==> config.mk <==
export PLATFORM = sky130hd
export DESIGN_NAME = systolic_drain
export DESIGN_NICKNAME = d
export VERILOG_FILES = /design/src/rtl/systolic_pkg.sv /design/src/rtl/systolic_idx_counter.sv /design/src/rtl/systolic_drain.sv
export SDC_FILE = /design/constraint.sdc
export NUM_CORES = 1
export LEC_CHECK = 0
export CORE_MARGIN = 1.5
export CORE_UTILIZATION = 50
export DETAILED_ROUTE_END_ITERATION = 7
export PLACE_DENSITY = 0.82
export SLEW_MARGIN = 5
export SYNTH_ARGS = -nofsm -noshare
export SYNTH_HDL_FRONTEND = slang
export SYNTH_SLANG_ARGS = --single-unit
==> constraint.sdc <==
create_clock -name clk_i -period 2.7 [get_ports clk_i]
set_input_delay 0.27 -clock clk_i [delete_from_list [all_inputs] [get_ports clk_i]]
set_output_delay 0.27 -clock clk_i [all_outputs]
set_load 0.01 [all_outputs]
==> src/rtl/systolic_pkg.sv <==
// Shared types and index helpers for the systolic array result path.
package systolic_pkg;

   typedef enum logic [1:0] {
      IDLE,
      CAPTURE,
      STREAM
   } drain_state_e;

   // Flat position of element (r,c) in the column-major accumulator bus.
   function automatic int unsigned flat_idx(input int unsigned r,
                                            input int unsigned c,
                                            input int unsigned h);
      return r + c * h;
   endfunction

   function automatic int unsigned idx_w(input int unsigned n);
      return (n > 1) ? $clog2(n) : 1;
   endfunction

endpackage

==> src/rtl/systolic_idx_counter.sv <==
// Row-major 2-D (row, column) position counter with clear, increment and wrap.
module systolic_idx_counter
   import systolic_pkg::*;
#(
   parameter int unsigned height_p = 2,
   parameter int unsigned width_p  = 2
) (
   input  logic                          clk_i,
   input  logic                          reset_i,
   input  logic                          clear_i,
   input  logic                          incr_i,
   output logic [idx_w(height_p)-1:0]    row_o,
   output logic [idx_w(width_p)-1:0]     col_o,
   output logic [idx_w(height_p)-1:0]    row_nxt_o,
   output logic [idx_w(width_p)-1:0]     col_nxt_o,
   output logic                          last_o
);

   localparam int unsigned RW = idx_w(height_p);
   localparam int unsigned CW = idx_w(width_p);

   logic [RW-1:0] row_q, row_nxt;
   logic [CW-1:0] col_q, col_nxt;
   logic          row_last, col_last;

   assign row_last = (row_q == RW'(height_p - 1));
   assign col_last = (col_q == CW'(width_p - 1));

   always_comb begin
      row_nxt = row_q;
      col_nxt = col_q;
      if (col_last) begin
         col_nxt = '0;
         row_nxt = row_last ? '0 : row_q + 1'b1;
      end else begin
         col_nxt = col_q + 1'b1;
      end
   end

   always_ff @(posedge clk_i or negedge reset_i) begin
      if (!reset_i) begin
         row_q <= '0;
         col_q <= '0;
      end else if (clear_i) begin
         row_q <= '0;
         col_q <= '0;
      end else if (incr_i) begin
         row_q <= row_nxt;
         col_q <= col_nxt;
      end
   end

   assign row_o     = row_q;
   assign col_o     = col_q;
   assign row_nxt_o = row_nxt;
   assign col_nxt_o = col_nxt;
   assign last_o    = row_last && col_last;

endmodule

==> src/rtl/systolic_drain.sv <==
// Result-side consumer for systolic_array: captures all accumulators at once,
// then streams them out row-major over valid/ready while the array runs again.
module systolic_drain
   import systolic_pkg::*;
#(
   parameter int unsigned width_p        = 32,
   parameter int unsigned array_width_p  = 2,
   parameter int unsigned array_height_p = 2
) (
   input  logic                                             clk_i,
   input  logic                                             reset_i,
   input  logic [width_p*array_width_p*array_height_p-1:0]  z_i,
   input  logic [array_width_p*array_height_p-1:0]          z_valid_i,
   output logic [array_width_p*array_height_p-1:0]          z_yumi_o,
   output logic [width_p-1:0]                               data_o,
   output logic                                             valid_o,
   input  logic                                             ready_i,
   output logic                                             last_o,
   output logic [idx_w(array_height_p)-1:0]                 row_idx_o,
   output logic [idx_w(array_width_p)-1:0]                  col_idx_o,
   output logic                                             busy_o,
   output logic [15:0]                                      frame_count_o
);

   localparam int unsigned N  = array_width_p * array_height_p;
   localparam int unsigned EW = idx_w(N);
   localparam int unsigned RW = idx_w(array_height_p);
   localparam int unsigned CW = idx_w(array_width_p);

   drain_state_e state_q, state_d;

   logic [width_p-1:0] z_word [N];
   logic [width_p-1:0] buf_q  [N];
   logic [width_p-1:0] data_q, data_d;
   logic [15:0]        fc_q;
   logic [RW-1:0]      row, row_nxt;
   logic [CW-1:0]      col, col_nxt;
   logic [EW-1:0]      nxt_sel;
   logic               cnt_last, capture, hs;

   for (genvar e = 0; e < N; e++) begin : g_unpack
      assign z_word[e] = z_i[e*width_p +: width_p];
   end

   assign capture = (state_q == CAPTURE);
   assign hs      = (state_q == STREAM) && ready_i;
   assign nxt_sel = EW'(flat_idx(row_nxt, col_nxt, array_height_p));

   systolic_idx_counter #(
      .height_p (array_height_p),
      .width_p  (array_width_p)
   ) u_idx (
      .clk_i     (clk_i),
      .reset_i   (reset_i),
      .clear_i   (capture),
      .incr_i    (hs),
      .row_o     (row),
      .col_o     (col),
      .row_nxt_o (row_nxt),
      .col_nxt_o (col_nxt),
      .last_o    (cnt_last)
   );

   always_comb begin
      state_d = state_q;
      unique case (state_q)
         IDLE:    if (&z_valid_i) state_d = CAPTURE;
         CAPTURE: state_d = STREAM;
         STREAM:  if (hs && cnt_last) state_d = IDLE;
         default: state_d = IDLE;
      endcase
   end

   // The output word is a register loaded one step ahead: element (0,0) straight
   // from the bus at capture, then the successor position on each handshake.
   always_comb begin
      data_d = data_q;
      unique case (state_q)
         IDLE:    data_d = '0;
         CAPTURE: data_d = z_word[0];
         STREAM:  if (hs) data_d = cnt_last ? '0 : buf_q[nxt_sel];
         default: data_d = '0;
      endcase
   end

   always_ff @(posedge clk_i or negedge reset_i) begin
      if (!reset_i) begin
         state_q <= IDLE;
         data_q  <= '0;
         fc_q    <= '0;
         buf_q   <= '{default: '0};
      end else begin
         state_q <= state_d;
         data_q  <= data_d;
         if (capture) buf_q <= z_word;
         if (hs && cnt_last) fc_q <= fc_q + 16'd1;
      end
   end

   assign z_yumi_o      = capture ? '1 : '0;
   assign valid_o       = (state_q == STREAM);
   assign data_o        = data_q;
   assign last_o        = valid_o && cnt_last;
   assign row_idx_o     = row;
   assign col_idx_o     = col;
   assign busy_o        = (state_q != IDLE);
   assign frame_count_o = fc_q;

endmodule

== After elaboration in Yosys (flattened, before gate mapping) ==
Cells that the tools add are included.
Operators by class
  $add $sub $neg: 4
  multiply operators: 0
  div/mod/pow operators: 0
  magnitude comparators: 1
  equal/unequal tests: 5
  shift operators: 0
  muxes and demuxes: 17
  bitwise logic cells: 1
  reductions and logical operators: 9
Operators by type and width (count)
  $mux 32: 4
  $bmux 32 s2: 1
  $pmux 32 s2: 1
  $add 16x1->16 const B: 1
  $mux 1: 7
  $pmux 2 s3: 1
  $logic_and 1x1->1: 4
  $mux 2: 2
  $mux 4: 1
  $ne 2x1->1 const B: 2
  $reduce_and 4->1: 1
  $reduce_bool 2->1: 2
  $ge 3x3->1 const B: 1
  $not 2->3: 1
  $add 1x1->1 const B: 2
  $add 1x2->2: 1
  $eq 2x1->1 const B: 1
  $eq 2x2->1 const B: 1
  $logic_not 2->1: 1
  $ne 2x2->1 const B: 1
  $reduce_and 2->1: 1
Storage, ports and cells
  bits in registers: 180
  bits in latches: 0
  memory bits (writable): 0
  ROM bits: 0
  bits of input ports: 135
  word-level logic and storage cells: 46
  memories: 0

== Longest topological paths before layout ==
  word-level depth: 11
  mapped depth: 8

== Modules after synthesis ==
A second synthesis with hierarchy kept.
Unflattened totals
  cells, all modules: 533
  area total of the unflattened synthesis: 7946.4 µm²
Modules (own cells, without submodules)
  systolic_drain: times used 1, cells each 525, area each 7853.8 µm², seq. area each 4454.3 µm²
  systolic_idx_counter: times used 1, cells each 8, area each 92.6 µm², seq. area each 50.0 µm²

== Least setup slack after synthesis ==
Ideal clock, no wire load.
  path type: register -> register
  from: register u_idx.row_q (netlist: u_idx.row_o)
  to: register data_q[10] (netlist: data_o[10])
  data arrival time: 1.852 ns
  data required time: 2.579 ns
  setup slack: 0.727 ns
  stages on the path, launching flop included: 7
  buffers on the path: 2
  clock period less this slack: 1.973 ns
  cell sequence: dfrtp_1 -> ha_1 -> buf_6 -> buf_12 -> mux4_2 -> a22o_1 -> a22o_1
On the way
  cells in the longest elaborated chain, start to end: 11
Ends and longest elaborated chain
  start: declaration: RTL line systolic_idx_counter.sv:22  | logic [RW-1:0] row_q, row_nxt;
  start signal: assignment: RTL line systolic_idx_counter.sv:48  | row_q <= row_nxt;
  $add 1x1->1: RTL line systolic_idx_counter.sv:34  | row_nxt = row_last ? '0 : row_q + 1'b1;
  $mux 1: RTL line systolic_idx_counter.sv:34
  $mux 1: RTL line systolic_idx_counter.sv:32  | if (col_last) begin
  $add 1x2->2: RTL line systolic_pkg.sv:14  | return r + c * h;
  $not 2->3 (not written as such): RTL line systolic_drain.sv:81  | STREAM: if (hs) data_d = cnt_last ? '0 : buf_q[nxt_sel];
  $bmux 32 s2: RTL line systolic_drain.sv:81
  $mux 32 (not written as such) (2 in a row): RTL line systolic_drain.sv:81
  $mux 32 * (2 in a row): RTL line systolic_drain.sv:81
  $pmux 32 s2 *: RTL line systolic_drain.sv:78  | unique case (state_q)
  end signal: assignment: RTL line systolic_drain.sv:94  | data_q <= data_d;
  end: declaration: RTL line systolic_drain.sv:34  | logic [width_p-1:0] data_q, data_d;
Mark *: on every way between the ends. The rest lies on a longest branch, timed or not. The select of a mux whose other input is x is not followed.
A chain may end at the register's enable or synchronous reset.

== Worst setup path after layout ==
  from: register state_q[1]
  to: output z_yumi_o[3]
On the way
  cells in the longest elaborated chain, start to end: 2
Ends and longest elaborated chain
  start: declaration: RTL line systolic_drain.sv:30  | drain_state_e state_q, state_d;
  start signal: assignment: RTL line systolic_drain.sv:93  | state_q <= state_d;
  $eq 2x1->1: RTL line systolic_drain.sv:45  | assign capture = (state_q == CAPTURE);
  $mux 4: RTL line systolic_drain.sv:100  | assign z_yumi_o = capture ? '1 : '0;
  end: declaration: RTL line systolic_drain.sv:14  | output logic [array_width_p*array_height_p-1:0] z_yumi_o,
Every way passes these cells.

==> flow_summary.toml <==
[synthesis]
ys_types = 27
yosys-top-cells-area = "dfrtp_1 57%, mux2_2 18%, mux4_2 8.2%"
syn-num-nets = 663
synthArstFlopShare_pct = 100.0
synth_area_per_cell_um2 = 15.28
synth_top_area_share_pct = 56.58
synth_cells = 521
synth_edf_count = 0
ys_seq_area_share_pct = 56.58
synth.most_common_cell = "dfrtp_1"
yosysWarnings = 0
yosysTopAreaCell = "dfrtp_1"
synth_flop_cell = "dfrtp_1"
synth_common_cells = "180 x dfrtp_1, 128 x mux2_2, 63 x a22o_1"
mappedNetlistArea_mm2 = 0.007961
ys_ff_latch = 180

[hold_path]
hp-class = "input port to asynchronous set/reset pin"

[drt]
drtPass1Iterations = 4
drc = 0
ant_nets = 0
first_iter_violations = 303
vias_per_cell = 5.545
routed_wl_um = 18250
wl_per_cell_um = 19.73
via_count = 5129

[die]
core_area_mm2 = 0.01537
die_h_um = 129.2
die_x_um = 129.2
die_area_mm2 = 0.01669
rows = 45
initial_core_util_pct = 51.79
io_pins = 192

[finish]
final_cell_count_no_fill = 925
drive_gt1_share_pct = 28.99
fill_cells = 1060
syn_to_final_growth_pct = 34.43
post-route-util_pct = 69.63
finalNetCount = 844
antenna_cells = 0

[power_and_ir_drop]
powerDensity_mw_per_mm2 = 1147
clkPwrFrac_pct = 21.3
power_uw = 12280
swShare_pct = 30.12
p_leak_uw = 0.004400
p_sw_uw = 3697
p_int_uw = 8578
combPwrFrac_pct = 41.3
ir_worst_vdd_mv = 0.6965
seq_power_share_pct = 37.4

[sta]
setup_viol_count_final = 0
finalCritPeriodShare_pct = 91.29
slew_viol_final = 0
finClkSkew_ns = 0.007794
fmax_mhz = 405.7
hold_viol = 0
fin_setup_tns_ns = 0
period_minus_slack_ns = 2.465
worst_slew_pin_slew_ns = 0.5595
slew_headroom_pct = 62.70
rsz0062_at_grt = "no"
layout_setup_ws_ns = 0.2352

[clock_tree]
ctsResizeCount = 0
post-cts-setup-buffers = 0
cts-htree-levels = 4
clock_sinks = 180
hold_buffers = 1
cts_tree = "built"
clkTransAtPathRegs_ns = 0.07
cts_made_buffers = 17
clockBufferDepth = 2
clock_latency_ns = 0.43
cts_root_buffer = "clkbuf_16"

[placed_design]
gp_congestion = 0.7844
place_ws_ns = 0.4785
placed_cells = 893
dp_hpwl_um = 12380
numPortBuffers = 191

[global_route]
grtUsageTotal_pct = 23.15
grt_first_pass_wirelength_um = 29070
grt_overflow = 0
grt_pass1_vias = 5500
antenna_found_initial = 0
grt_max_degree = 76

[critical_path]
critPathRequiredTime_ns = 2.43
critical_path_arrival_ns = 2.19
timing.rr.start = "u_idx.col_o"
path_class = "register to output port"
worstPathMaxFanout = 42
reg2reg_slack_ns = 0.52
end_kind = "output port"
reg2reg_depth = 5
r2r_end = "data_o[16]"
cp-start-kind = "register"

[job]
drv_cap = 0

[run_status]
run_status = "complete, no violations"
flip-flops by register name (all words and copies together), names as in the netlist:
signal and flops:
buf_q 128, data_o 32, frame_count_o 16, state_q 2, u_idx.col_o 1, u_idx.row_o 1
power by group through the flow:
stage | registers [uW] | clock network [uW] | logic (uW)
detailed placement | 4640 | 0 | 5120
global route | 4750 | 2760 | 5480
global placement | 4540 | 0 | 4930
finish | 4590 | 2610 | 5070
CTS | 4600 | 2650 | 5150
floorplan | 4500 | 0 | 3670
final cells by class:
cell class | instances | area, um2 | share of cell area (%)
Tap cell | 211 | 264.0 | 2.467
Clock inverter | 12 | 178.9 | 1.672
Inverter | 5 | 18.77 | 0.1754
Clock buffer | 19 | 442.9 | 4.138
Sequential cell | 180 | 4506 | 42.10
Timing Repair Buffer | 204 | 2063 | 19.28
Multi-Input combinational cell | 294 | 3229 | 30.17
layout by cell type, fill, tap and decap left out, drive strengths merged:
cell type	count
a211oi	1
a21oi	1
a22o	63
and2	1
and3	2
buf	13
bufinv	4
clkbuf	19
clkdlybuf4s50	190
clkinv	3
clkinvlp	3
dfrtp	180
dlygate4sd3	1
ha	7
inv	7
mux2	128
mux4	32
nand2	15
nand3	5
nand4	8
nor2	5
nor2b	3
nor3	1
nor4	2
o21ai	3
or2	1
xnor2	12
xor2	4
critical path, stage by stage (launching register included):
cell	delay, ns
dfrtp_1	0.39
inv_1	0.20
ha_4	0.54
clkdlybuf4s50_1	0.64
metal layers:
layer | track usage [%] | wire (um) | up-vias
met3 | 5.326 | 1118 | 26
met1 | 29.46 | 7338 | 2627
li1 | - | - | 2316
met2 | 38.42 | 9390 | 160
met5 | 0 | 0 | -
met4 | 9.716 | 402 | 0
worst max path at each step:
stage                     start          end  slack [ns]  cells after the start
floorplan           u_idx.row_o   data_o[10]        0.73                      6
global placement    u_idx.col_o   data_o[15]        0.56                      5
detailed placement  u_idx.col_o   data_o[16]        0.48                      5
CTS                  state_q[1]  z_yumi_o[3]        0.19                      3
global route         state_q[1]  z_yumi_o[1]        0.11                      3
finish               state_q[1]  z_yumi_o[3]        0.24                      3
stage by stage:
| step | hold slack [ns] | area (um2) |
|---|---|---|
| 3_5_place_dp | 0.2140 | 10070 |
| 3_3_place_gp | 0.2062 | 10070 |
| 2_1_floorplan | -0.02559 | 7961 |
| 4_1_cts | 0.3284 | 10700 |
| 5_1_grt | 0.3447 | 10700 |
| 6_report | 0.3122 | 10700 |
cells by family after synthesis:
| logic type | Yosys count | synth area share [%] |
|---|---|---|
| DFF | 180 | 56.58 |
| muxes | 160 | 27.30 |
| AOI/OAI and AO/OA | 68 | 7.276 |
| buffers and inverters | 47 | 3.332 |
| and+or+nand+nor | 43 | 2.656 |
| xor gates and xnor gates | 16 | 1.760 |
| adders and majority gates | 7 | 1.100 |
No activity file was read; power rests on OpenSTA's default activity.
